==> src/rtl/clkdiv_monitor.sv <==
// Period / high-time / ratio monitor for a divided clock that is synchronous to clk.
// Optional duty-cycle qualification of lock is built when CLKDIV_MON_DUTY_EN is defined.
module clkdiv_monitor #(
  parameter int CNT_W    = 8,
  parameter int LOCK_CNT = 4
) (
  input  logic             clk,
  input  logic             rst,
  input  logic             en,
  input  logic             div_in,
  output logic [CNT_W-1:0] period,
  output logic [CNT_W-1:0] high_time,
  output logic             period_vld,
  output logic [3:0]       ratio_log2,
  output logic             locked,
  output logic             err
);

  localparam logic [0:0]       S_IDLE    = 1'b0;
  localparam logic [0:0]       S_MEAS    = 1'b1;
  localparam logic [CNT_W-1:0] CNT_MAX   = '1;
  localparam logic [CNT_W-1:0] CNT_ONE   = CNT_W'(1);
  localparam logic [3:0]       MATCH_MAX = 4'(LOCK_CNT);

  logic [0:0]       state_q, state_d;
  logic             div_q, div_d;
  logic [CNT_W-1:0] cyc_q, cyc_d;
  logic [CNT_W-1:0] period_q, period_d;
  logic [3:0]       ratio_q, ratio_d;
  logic             vld_q, vld_d;
  logic [3:0]       match_q, match_d;
  logic             locked_q, locked_d;
  logic             err_q, err_d;
  logic             rise;
  logic             duty_ok;
  logic             meas_ok;

  function automatic logic [3:0] log2_pow2(input logic [CNT_W-1:0] v);
    logic [3:0] r;
    r = 4'd0;
    for (int i = 1; i < CNT_W; i++) begin
      if (v == (CNT_ONE << i)) r = 4'(i);
    end
    return r;
  endfunction

`ifdef CLKDIV_MON_DUTY_EN
  localparam logic [CNT_W:0] EXT_ONE = (CNT_W + 1)'(1);

  logic [CNT_W-1:0] hi_q, hi_d;
  logic [CNT_W-1:0] high_time_q, high_time_d;
  logic [CNT_W:0]   cyc_ext;
  logic [CNT_W:0]   hi_ext;

  // Accept either rounding of half the period so odd divisors still qualify.
  assign cyc_ext   = {1'b0, cyc_q};
  assign hi_ext    = {1'b0, hi_q};
  assign duty_ok   = (hi_ext == (cyc_ext >> 1)) || (hi_ext == ((cyc_ext + EXT_ONE) >> 1));
  assign high_time = high_time_q;
`else
  assign duty_ok   = 1'b1;
  assign high_time = '0;
`endif

  assign rise    = div_in & ~div_q;
  assign meas_ok = duty_ok && ((match_q == 4'd0) || (cyc_q == period_q));

  always_comb begin
    // NOTE: every _d gets a default before any branch, so no path leaves one unassigned (no latch).
    state_d  = state_q;
    div_d    = div_in;
    cyc_d    = cyc_q;
    period_d = period_q;
    ratio_d  = ratio_q;
    vld_d    = 1'b0;
    match_d  = match_q;
    locked_d = locked_q;
    err_d    = err_q;
`ifdef CLKDIV_MON_DUTY_EN
    hi_d        = hi_q;
    high_time_d = high_time_q;
`endif

    if (!en) begin
      state_d  = S_IDLE;
      cyc_d    = '0;
      match_d  = 4'd0;
      locked_d = 1'b0;
`ifdef CLKDIV_MON_DUTY_EN
      hi_d     = '0;
`endif
    end else begin
      cyc_d = rise ? CNT_ONE : cyc_q + CNT_ONE;
`ifdef CLKDIV_MON_DUTY_EN
      hi_d  = rise ? CNT_ONE : hi_q + CNT_W'(div_in);
`endif
      case (state_q)
        S_IDLE: begin
          if (rise) state_d = S_MEAS;
        end
        default: begin
          if (rise) begin
            // Rise wins over a simultaneous overflow, so a full-scale period is still reported.
            period_d = cyc_q;
            ratio_d  = log2_pow2(cyc_q);
            vld_d    = 1'b1;
`ifdef CLKDIV_MON_DUTY_EN
            high_time_d = hi_q;
`endif
            if (meas_ok) begin
              match_d = (match_q >= MATCH_MAX) ? MATCH_MAX : match_q + 4'd1;
              if (match_d == MATCH_MAX) locked_d = 1'b1;
            end else begin
              match_d = 4'd1;
              if (locked_q) begin
                locked_d = 1'b0;
                err_d    = 1'b1;
              end
            end
          end else if (cyc_q == CNT_MAX) begin
            err_d    = 1'b1;
            locked_d = 1'b0;
            match_d  = 4'd0;
            state_d  = S_IDLE;
          end
        end
      endcase
    end
  end

  always_ff @(posedge clk) begin
    // NOTE: non-blocking assignments so every flop samples the pre-edge value of every other flop.
    if (rst) begin
      state_q  <= S_IDLE;
      div_q    <= 1'b0;
      cyc_q    <= '0;
      period_q <= '0;
      ratio_q  <= 4'd0;
      vld_q    <= 1'b0;
      match_q  <= 4'd0;
      locked_q <= 1'b0;
      err_q    <= 1'b0;
`ifdef CLKDIV_MON_DUTY_EN
      hi_q        <= '0;
      high_time_q <= '0;
`endif
    end else begin
      state_q  <= state_d;
      div_q    <= div_d;
      cyc_q    <= cyc_d;
      period_q <= period_d;
      ratio_q  <= ratio_d;
      vld_q    <= vld_d;
      match_q  <= match_d;
      locked_q <= locked_d;
      err_q    <= err_d;
`ifdef CLKDIV_MON_DUTY_EN
      hi_q        <= hi_d;
      high_time_q <= high_time_d;
`endif
    end
  end

  assign period     = period_q;
  assign ratio_log2 = ratio_q;
  assign period_vld = vld_q;
  assign locked     = locked_q;
  assign err        = err_q;

endmodule

==> config.mk <==
export PLATFORM = sky130hd
export DESIGN_NAME = clkdiv_monitor
export DESIGN_NICKNAME = d
export VERILOG_FILES = /design/src/rtl/clkdiv_monitor.sv
export SDC_FILE = /design/constraint.sdc
export NUM_CORES = 1
export LEC_CHECK = 0
export BUFFER_PORTS_ARGS = -buffer_cell sky130_fd_sc_hd__buf_2
export CAP_MARGIN = 20
export CORE_UTILIZATION = 49
export CTS_CLUSTER_DIAMETER = 50
export DETAILED_ROUTE_END_ITERATION = 10
export PLACE_DENSITY = 0.77
export SYNTH_ARGS = -nofsm -noshare
export SYNTH_HDL_FRONTEND = slang
export SYNTH_SLANG_ARGS = --single-unit
==> constraint.sdc <==
create_clock -name clk -period 1.5 [get_ports clk]
set_input_delay 0.15 -clock clk [delete_from_list [all_inputs] [get_ports clk]]
set_output_delay 0.15 -clock clk [all_outputs]
set_load 0.02 [all_outputs]
==> impl_summary.txt, run 1 <==
----------------------------------------------------
[Run status]
  Status ... complete, but fails checks
  Violations in the final reports ... design-rule violations

[STA]
  Max-slew violations ... 0
  Fmax achieved ... 0.677 GHz
  Setup Skew ... 0.00625 ns
  Final Hold Vio Count ... 0
  Setup repair after global routing missed its margin ... yes
  Minimum clock period ... 1.48 ns
  Number of failing setup endpoints in the final timing report ... 0
  Fin crit share ... 0.984

[Drt]
  Post-detailed-route count of antenna-violating nets ... 0
  Pre-Repair DR Iteration Count ... 9
  Drt via density ... 5.35
  Violation count after the first detailed-routing iteration ... 51
  Vias post-DR ... 1,237
  DRC ... 6
  Avg WL per Cell ... around 13 um
  Total length of routed wires ... 3020 um

[Yosys]
  Post-synthesis instance area ... ~0.0015 mm^2
  Number of warnings reported in the yosys synthesis log ... 0
  Flip-flop cell with the highest count after synthesis ... sky130_fd_sc_hd__dfxtp_1
  Share of synthesized area occupied by flip-flops and latches ... 0.379
  Synthesized instance count ... 176
  Count of flip-flops with a built-in enable after synthesis ... 0
  Synthesized area divided by synthesized cell count ... between 8 and 9 um^2
  Post-synthesis cell type count ... 41
  Fraction of registers with async set/reset ... 0
  Number of storage elements in the synthesis netlist ... 28

[Layout]
  Share of layout cells above drive strength 1 ... 0.310
  Most common cell after layout, fill and taps aside ... sky130_fd_sc_hd__nand2_1
  Total non-filler cell area in the finished layout ... 0.00172 mm^2
  Antenna cells ... 0
  Utilization of the core after routing ... 0.612
  Count of nets after finishing ... 211
  Most frequent cells in the layout ... 22 x sky130_fd_sc_hd__nand2_1, 20 x sky130_fd_sc_hd__dfxtp_1, 17 x sky130_fd_sc_hd__buf_2
  Synthesis-to-layout area growth ... 16.0%

[Floorplanning]
  Core outline area ... between 0.002 and 0.003 mm^2
  Effective utilization at floorplan ... 0.527
  Number of standard-cell rows in the floorplan ... 19
  Overall die area ... 0.00324 mm^2
  Ports placed on the boundary ... 27
  Die width ... 56.9 um
  Die Span Y ... 56.9 um

[Clocking]
  Clock slew at the register clock pins of the worst setup and hold paths ... between 0.1 and 0.15 ns
  Clk Latency, worst-skew pair ... around 0.32 ns
  Buffers from clock root to sink, at most ... 2
  Clock Tree Root ... sky130_fd_sc_hd__clkbuf_4
  Number of buffers inserted by hold repair at cts ... 0
  Clock tree from TritonCTS ... done
  Cts bufs inserted ... 3
  Clock Sink Count ... 28
  Level count of the clock H-tree ... 1

[Global routing]
  Overall routing resource usage ... 0.195
  Remaining global-route overflow ... 0
  Number of global-route vias before repair ... between 1k and 1.5k
  Maximum number of pins on one net before global-route repair ... 15
  Wire length of the first global-routing pass ... about 5000 um
  Antenna violations before repair ... 0

[Min path]
  Hold WC Path Type ... in2reg

[Worst setup path]
  Worst Path Arrival ... 1.73 ns
  Data required, critical path ... between 1.5 and 2 ns
  Kind of start point of the critical path ... register
  CP endpoint kind ... register
  Kind of critical path ... reg2reg
  Highest fanout seen on the critical path ... 4

[Power and ir drop]
  Leakage power ... 0.000754 uW
  Power density over cell area ... 672 mW/mm^2
  Largest voltage drop on the vdd net ... around 0.00055 V

[Place]
  Instance area at placement ... between 0.0015 and 0.002 mm^2
  Input/output buffers ... 17
  Routability-driven placement congestion ratio ... 0.869
  Post-DP HPWL ... 2250 um

[Job]
  # Max-Cap Violations ... 0

----------------------------------------------------
per-stage QoR:
step | hold WS [ns] | power [uW] | setup slack [ns] | TNS (ns) | cells
after floorplan | 0.219 | 851 | 0.0256 | 0 | 184
after CTS | 0.0537 | 1150 | 0.000545 | 0 | 229
final | 0.0645 | 1150 | 0.0236 | 0 | 231
after global placement | 0.389 | 856 | 0.0307 | 0 | 226
after global routing | 0.0685 | 1200 | -0.0842 | -0.203 | 231
after detailed placement | 0.397 | 858 | -0.00744 | -0.00744 | 226
metal layers:
metal | part of all wire | track usage
met5 | 0 | 0
met4 | 0.015 | 0.0732
met2 | 0.48 | 0.313
met1 | 0.46 | 0.255
met3 | 0.038 | 0.0476
where the power goes:
| part | switching, uW | internal [uW] | total, uW | leakage [uW] |
|---|---|---|---|---|
| logic | 65.6 | 32.2 | 97.8 | 0.000509 |
| clock network | 209 | 94.2 | 303 | 0.0000138 |
| registers | 5.73 | 746 | 751 | 0.000231 |
cell type report:
type / count / area, um^2
Fill cell: 242 / 1090
Multi-Input combinational cell: 131 / 852
Timing Repair Buffer: 33 / 205
Sequential cell: 28 / 578
Clock buffer: 3 / 22.5
Inverter: 5 / 18.8
Tap cell: 31 / 38.8
what timing repair did:
action,in CTS,in global routing
pin swaps,0,8
gates cloned,0,0
buffers inserted,0,2
setup endpoints to repair,2,7
gates resized for setup,2,18
Yosys cell counts, types with 2 or more instances:
master / n / area [um^2]
sky130_fd_sc_hd__a211oi_1: 2 / 15.0
sky130_fd_sc_hd__a21oi_1: 14 / 70.1
sky130_fd_sc_hd__and3_1: 4 / 25.0
sky130_fd_sc_hd__buf_2: 5 / 25.0
sky130_fd_sc_hd__buf_4: 9 / 67.6
sky130_fd_sc_hd__buf_6: 2 / 22.5
sky130_fd_sc_hd__clkbuf_1: 4 / 15.0
sky130_fd_sc_hd__dfxtp_1: 28 / 561
sky130_fd_sc_hd__ha_1: 5 / 62.6
sky130_fd_sc_hd__inv_1: 5 / 18.8
sky130_fd_sc_hd__nand2_1: 22 / 82.6
sky130_fd_sc_hd__nand2b_1: 5 / 31.3
sky130_fd_sc_hd__nand3_1: 4 / 20.0
sky130_fd_sc_hd__nor2_1: 15 / 56.3
sky130_fd_sc_hd__nor2b_1: 3 / 18.8
sky130_fd_sc_hd__nor3_1: 4 / 20.0
sky130_fd_sc_hd__nor4_2: 2 / 25.0
sky130_fd_sc_hd__o21ai_0: 5 / 25.0
sky130_fd_sc_hd__o21ai_1: 3 / 15.0
sky130_fd_sc_hd__xnor2_1: 3 / 26.3
sky130_fd_sc_hd__xor2_1: 12 / 105
logic make-up after synthesis:
logic type                 after synthesis  synth area share
xor gates and xnor gates                16            0.0998
AOI/OAI and AO/OA                       34             0.145
DFF                                     28             0.379
adders and majority gates                5            0.0423
other                                    1           0.00254
buffers and inverters                   25             0.101
and+or+nand+nor                         67             0.231
registers in the layout, indices dropped and copies added, names as in the netlist:
signal	cells
state_q	1
match_q	4
div_q	1
err	1
ratio_log2	3
locked	1
period	8
cyc_q	8
period_vld	1
worst max-delay path, stage by stage (launching register included):
cell                       delay, ns
sky130_fd_sc_hd__dfxtp_2        0.36
sky130_fd_sc_hd__xor2_2         0.18
sky130_fd_sc_hd__nor4_2         0.32
sky130_fd_sc_hd__a22oi_2        0.16
sky130_fd_sc_hd__a21o_1         0.20
sky130_fd_sc_hd__a211oi_2       0.19
final timing paths:
path	endpoint	cells after the start	start	slack, ns
worst min register to register	ratio_log2[0]	2	ratio_log2[0]	0.47
worst max-delay path	locked	5	period[2]	0.02
worst min-delay path	div_q	2	div_in	0.06
worst max register to register	locked	5	period[2]	0.02
Note: power is estimated with default switching activity, not from simulation.
==> inputs of run 2 (changes only) <==
--- a/config.mk
+++ b/config.mk
@@ -7,10 +7,11 @@
 export LEC_CHECK = 0
 export BUFFER_PORTS_ARGS = -buffer_cell sky130_fd_sc_hd__buf_2
 export CAP_MARGIN = 20
-export CORE_UTILIZATION = 49
+export CORE_UTILIZATION = 50
 export CTS_CLUSTER_DIAMETER = 50
 export DETAILED_ROUTE_END_ITERATION = 10
-export PLACE_DENSITY = 0.77
+export PLACE_DENSITY = 0.76
+export SKIP_LAST_GASP = 1
 export SYNTH_ARGS = -nofsm -noshare
 export SYNTH_HDL_FRONTEND = slang
 export SYNTH_SLANG_ARGS = --single-unit
==> constraint.sdc (replaced) <==
create_clock -name clk -period 1.55 [get_ports clk]
set_input_delay 0.2325 -clock clk [delete_from_list [all_inputs] [get_ports clk]]
set_output_delay 0.2325 -clock clk [all_outputs]
set_load 0.02 [all_outputs]
==> impl_summary.txt, run 2 (synthesis results as in run 1) <==
----------------------------------------------------
[Global routing]
  Maximum number of pins on one net before global-route repair ... 15 (unchanged)
  Overall routing resource usage ... 0.197 (+0.00237)
  Number of global-route vias before repair ... 1,130 (-0.26%)
  Remaining global-route overflow ... 0 (unchanged)
  Antenna violations before repair ... 0 (unchanged)
  Wire length of the first global-routing pass ... 4890 um (-2.5%)

[Worst setup path]
  Slowest cell on crit path ... sky130_fd_sc_hd__dfxtp_4
  Worst Path Arrival ... 1.76 ns (+0.03 ns)
  Highest fanout seen on the critical path ... 6 (+2)
  Kind of start point of the critical path ... register
  FF-to-FF setup slack ... 0.03 ns (about the same)
  Cell count of the worst reg-to-reg path ... 6 (+1)
  CP endpoint kind ... register
  Series of cell instances along the critical path ... ha_2 > and4_2 > nand2_2 > a21boi_2 > nor2_1 > a22o_1
  Total buffers and inverters traversed by the critical path ... 0 (unchanged)
  Worst reg2reg startpoint ... cyc_q[1]
  Kind of critical path ... reg2reg
  Largest delay contributor family on the critical path ... compound AO/OA/AOI/OAI gates
  End of the worst register-to-register path ... match_q[2]
  Data required, critical path ... 1.79 ns (+0.03 ns)
  Crit path largest cell delay ... 0.41 ns (+0.05 ns)

[Drt]
  Avg WL per Cell ... 12.7 um (-3.1%)
  Violation count after the first detailed-routing iteration ... 79 (+55%)
  Pre-Repair DR Iteration Count ... 4 (-5)
  DRC ... 0 (-6)
  Post-detailed-route count of antenna-violating nets ... 0 (unchanged)
  Total length of routed wires ... 2980 um (-1.4%)
  Drt via density ... 5.29 (-1.2%)
  Vias post-DR ... 1,243 (+0.49%)

[STA]
  Minimum clock period ... 1.52 ns (+0.0457 ns)
  Setup Skew ... 0.00378 ns (-0.00248 ns)
  Final Hold Vio Count ... 0 (unchanged)
  Max-slew violations ... 0 (unchanged)
  Total negative slack for setup checks ... 0 ns (unchanged)
  Setup repair after global routing missed its margin ... yes
  Fin crit share ... 0.982 (-0.00224)
  Fmax achieved ... 0.657 GHz (-3.0%)
  Number of failing setup endpoints in the final timing report ... 0 (unchanged)

[Clocking]
  Buffers from clock root to sink, at most ... 2 (unchanged)
  Clock tree from TritonCTS ... done
  Cts bufs inserted ... 3 (unchanged)
  Number of buffers inserted by hold repair at cts ... 0 (unchanged)
  Clock slew at the register clock pins of the worst setup and hold paths ... 0.14 ns (about the same)
  Clock Sink Count ... 28 (unchanged)
  Clk Latency, worst-skew pair ... 0.33 ns (about the same)
  Level count of the clock H-tree ... 1 (unchanged)
  Clock Tree Root ... sky130_fd_sc_hd__clkbuf_4

[Power and ir drop]
  Leakage power ... 0.000774 uW (+2.6%)
  Clock share of power ... 0.268 (+0.005)
  Sw Share ... 0.244 (+0.00128)
  Internal power component ... 839 uW (-3.7%)
  Logic gate share of total power ... 0.078 (-0.007)
  Largest voltage drop on the vdd net ... 0.000510 V (-6.5%)
  Net switching power of the design ... 272 uW (-3.1%)
  Tot Pwr ... 1110 uW (-3.6%)
  Power density over cell area ... 650 mW/mm^2 (-3.2%)
  Portion of total power attributed to sequential cells ... 0.655 (+0.003)

[Floorplanning]
  Ports placed on the boundary ... 27 (unchanged)
  Number of standard-cell rows in the floorplan ... 19 (unchanged)
  Die width ... 56.4 um (-0.97%)
  Effective utilization at floorplan ... 0.532 (+0.00451)
  Core outline area ... 0.00278 mm^2 (-0.85%)
  Overall die area ... 0.00318 mm^2 (-1.9%)
  Die Span Y ... 56.4 um (-0.97%)

[Min path]
  Hold WC Path Type ... in2reg
  WHS Endpoint ... div_q
  Number of stages on the worst hold path ... 2 (unchanged)
  Worst Min Path Start ... div_in

[Run status]
  Status ... completed

[Layout]
  Most frequent cells in the layout ... 21 x sky130_fd_sc_hd__nand2_1, 20 x sky130_fd_sc_hd__dfxtp_1, 20 x sky130_fd_sc_hd__buf_4
  Synthesis-to-layout area growth ... 15.6%
  Antenna cells ... 0 (unchanged)
  Count of nets after finishing ... 215 (+1.9%)
  Most common cell after layout, fill and taps aside ... sky130_fd_sc_hd__nand2_1
  Share of layout cells above drive strength 1 ... 0.289 (-0.0208)

[Place]
  Input/output buffers ... 17 (unchanged)
  Post-DP HPWL ... 2230 um (-1.2%)
  Routability-driven placement congestion ratio ... 0.840 (-3.4%)

[Job]
  # Max-Cap Violations ... 0 (unchanged)

----------------------------------------------------
[run 2: worst max-delay path by stage]
stage | from | end | slack (ns) | cells after the start
floorplan | cyc_q[1] | match_q[2] | 0.0005 | 6
global placement | cyc_q[1] | match_q[2] | 0.05 | 6
detailed placement | cyc_q[1] | match_q[2] | -0.06 | 6
CTS | cyc_q[1] | match_q[2] | 0.005 | 6
global route | cyc_q[1] | match_q[2] | -0.04 | 6
finish | cyc_q[1] | match_q[2] | 0.03 | 6
[run 2: metal layers]
metal | GRT usage | share of wire
met4 | 0.118 | 0.017
met5 | 0 | 0
met3 | 0.0438 | 0.049
met1 | 0.252 | 0.48
met2 | 0.303 | 0.45
[run 2: through the flow]
| step | setup slack, ns | util | area [um^2] | cells | hold WS [ns] |
|---|---|---|---|---|---|
| after floorplan | 0.000455 | - | 1510 | 184 | 0.302 |
| after global placement | 0.0511 | 0.586 | 1630 | 229 | 0.438 |
| after detailed placement | -0.0581 | 0.586 | 1630 | 229 | 0.441 |
| after CTS | 0.00498 | 0.595 | 1660 | 232 | 0.131 |
| after global routing | -0.0392 | 0.614 | 1710 | 235 | 0.165 |
| final | 0.0278 | 0.614 | 1710 | 235 | 0.135 |
[run 2: repair_timing]
item,4_1_cts,5_1_grt
pin swaps,0,2
setup endpoints to repair,4,6
resized for setup,2,14
setup buffers,0,3
endpoints found under the hold margin,0,0
[run 2: layout make-up]
class | instances | area (um^2)
clock buffers | 3 | 22.5
fillers | 231 | 1070
inverters | 5 | 18.8
multi-input cells | 131 | 816
flip-flops and latches | 28 | 578
well taps | 31 | 38.8
repair buffers | 37 | 235
[run 2: power by group through the flow]
| stage | sequential, uW | clock [uW] | combinational, uW |
|---|---|---|---|
| after detailed placement | 747 | 0 | 84.5 |
| after floorplan | 747 | 0 | 75.5 |
| after CTS | 732 | 312 | 84.7 |
| after global placement | 747 | 0 | 82.9 |
| final | 727 | 297 | 86.3 |
| after global routing | 729 | 332 | 95.4 |
==> inputs of run 3 (changes only) <==
--- a/config.mk
+++ b/config.mk
@@ -7,11 +7,11 @@
 export LEC_CHECK = 0
 export BUFFER_PORTS_ARGS = -buffer_cell sky130_fd_sc_hd__buf_2
 export CAP_MARGIN = 20
+export CORE_ASPECT_RATIO = 0.75
 export CORE_UTILIZATION = 50
 export CTS_CLUSTER_DIAMETER = 50
 export DETAILED_ROUTE_END_ITERATION = 10
 export PLACE_DENSITY = 0.76
-export SKIP_LAST_GASP = 1
 export SYNTH_ARGS = -nofsm -noshare
 export SYNTH_HDL_FRONTEND = slang
 export SYNTH_SLANG_ARGS = --single-unit
==> impl_summary.txt, run 3 (synthesis results as in run 1) <==
----------------------------------------------------
[Worst setup path]
  Slowest cell on crit path ... sky130_fd_sc_hd__nor4_2
  Cell count of the worst reg-to-reg path ... 5 (-1)
  Critical path depth ... 5 (-1)
  Kind of start point of the critical path ... register
  End of the worst register-to-register path ... match_q[1]
  Worst Path Arrival ... 1.74 ns (-0.02 ns)
  Data required, critical path ... 1.77 ns (-0.02 ns)
  Largest delay contributor family on the critical path ... simple AND/OR/NAND/NOR gates
  Total buffers and inverters traversed by the critical path ... 0 (unchanged)
  FF-to-FF setup slack ... 0.03 ns (about the same)
  Origin of the worst setup path ... period[2]
  Series of cell instances along the critical path ... xor2_1 > nor4_2 > a22oi_2 > nor3_2 > a32o_1
  Worst reg2reg startpoint ... period[2]
  Kind of critical path ... reg2reg
  Crit path largest cell delay ... 0.35 ns (-0.06 ns)
  CP endpoint kind ... register
  Highest fanout seen on the critical path ... 4 (-2)
  Capturing element of the worst setup path ... match_q[1]

[Layout]
  Total non-filler cell area in the finished layout ... 0.00173 mm^2 (+1.2%)
  Utilization of the core after routing ... 0.640 (+0.0258)
  Most common cell after layout, fill and taps aside ... sky130_fd_sc_hd__nand2_1
  Antenna cells ... 0 (unchanged)
  Count of nets after finishing ... 211 (-1.9%)
  Synthesis-to-layout area growth ... 17.0%
  Most frequent cells in the layout ... 22 x sky130_fd_sc_hd__nand2_1, 21 x sky130_fd_sc_hd__dfxtp_1, 17 x sky130_fd_sc_hd__buf_2
  Share of layout cells above drive strength 1 ... 0.264 (-0.0255)

[STA]
  Setup Skew ... 0.000876 ns (-0.00290 ns)
  Fin crit share ... 0.983 (about the same)
  Final Hold Vio Count ... 0 (unchanged)
  Fmax achieved ... 0.657 GHz (about the same)
  Minimum clock period ... 1.52 ns (+0.000927 ns)
  Number of failing setup endpoints in the final timing report ... 0 (unchanged)
  Worst setup margin ... 0.0269 ns (-0.000927 ns)
  Max-slew violations ... 0 (unchanged)
  Total negative slack for setup checks ... 0 ns (unchanged)
  Setup repair after global routing missed its margin ... yes

[Global routing]
  Antenna violations before repair ... 0 (unchanged)
  Wire length of the first global-routing pass ... 5670 um (+16%)
  Number of global-route vias before repair ... 1,165 (+3.1%)
  Overall routing resource usage ... 0.237 (+0.0398)
  Maximum number of pins on one net before global-route repair ... 17 (+2)
  Remaining global-route overflow ... 0 (unchanged)

[Clocking]
  Level count of the clock H-tree ... 1 (unchanged)
  Number of buffers inserted by hold repair at cts ... 0 (unchanged)
  Clock Tree Root ... sky130_fd_sc_hd__clkbuf_8
  Clock tree from TritonCTS ... done
  Clk Latency, worst-skew pair ... 0.27 ns (-0.06 ns)
  Clock Sink Count ... 28 (unchanged)
  Buffers from clock root to sink, at most ... 2 (unchanged)
  Clock slew at the register clock pins of the worst setup and hold paths ... 0.10 ns (-0.04 ns)
  Cts bufs inserted ... 3 (unchanged)

[Place]
  Post-DP HPWL ... 2550 um (+15%)
  Instance area at placement ... 0.00164 mm^2 (+0.69%)
  Input/output buffers ... 17 (unchanged)
  Routability-driven placement congestion ratio ... 0.825 (-1.8%)
  Placement-stage worst setup slack ... -0.0457 ns (+0.0124 ns)

[Power and ir drop]
  Power density over cell area ... 806 mW/mm^2 (+24%)
  Leakage power ... 0.000778 uW (+0.56%)
  Largest voltage drop on the vdd net ... 0.000464 V (-8.9%)

[Run status]
  Status ... completed

[Floorplanning]
  Number of standard-cell rows in the floorplan ... 16 (-3)
  Core outline area ... 0.00270 mm^2 (-2.8%)
  Ports placed on the boundary ... 27 (unchanged)
  Effective utilization at floorplan ... 0.547 (+0.0155)
  Overall die area ... 0.00318 mm^2 (about the same)
  Die Span Y ... 49.1 um (-13%)
  Die width ... 64.8 um (+15%)

[Drt]
  Avg WL per Cell ... 13.9 um (+9.5%)
  Violation count after the first detailed-routing iteration ... 91 (+15%)
  Total length of routed wires ... 3290 um (+10%)
  Vias post-DR ... 1,272 (+2.3%)
  DRC ... 0 (unchanged)
  Drt via density ... 5.37 (+1.5%)
  Pre-Repair DR Iteration Count ... 4 (unchanged)
  Post-detailed-route count of antenna-violating nets ... 0 (unchanged)

[Min path]
  Hold WC Path Type ... in2reg

[Job]
  # Max-Cap Violations ... 0 (unchanged)

----------------------------------------------------
## run 3: worst min-delay path by stage
| stage | depth (start not counted) | slack, ns | to | startpoint |
|---|---|---|---|---|
| after floorplan | 1 | 0.30 | ratio_log2[2] | rst |
| after global placement | 2 | 0.44 | ratio_log2[0] | ratio_log2[0] |
| after detailed placement | 2 | 0.45 | ratio_log2[0] | ratio_log2[0] |
| after CTS | 2 | 0.19 | div_q | div_in |
| after global routing | 2 | 0.20 | div_q | div_in |
| final | 2 | 0.19 | div_q | div_in |
## run 3: power breakdown
part           internal [uW]  switching (uW)  leakage (uW)
logic                   27.6            61.4      0.000513
clock network            346             231     0.0000357
registers                723            6.14      0.000230
total                   1100             299      0.000778
## run 3: per-layer routing
layer,vias to the layer above,share of wire,GRT usage
li1,618,-,-
met1,600,0.45,0.310
met2,48,0.48,0.385
met3,6,0.055,0.0584
met4,0,0.012,0.0667
met5,-,0,0
## run 3: timing repair
action	4_1_cts	5_1_grt
pin swaps	1	6
buffers inserted	0	0
endpoints found under the setup margin	3	6
gates cloned	0	0
gates resized for setup	3	7
## run 3: final cells by class
cell class,count,area [um^2]
clock inverters,1,30.0
fillers,230,972
inverters,5,18.8
multi-input cells,131,806
well taps,36,45.0
clock buffers,3,41.3
flip-flops and latches,28,572
repair buffers,33,218
## run 3: metrics by stage
step,cells,power [uW],hold WS [ns]
2_1_floorplan,184,823,0.302
3_3_place_gp,233,829,0.442
3_5_place_dp,233,833,0.453
4_1_cts,237,1400,0.189
5_1_grt,237,1450,0.199
6_report,237,1400,0.191
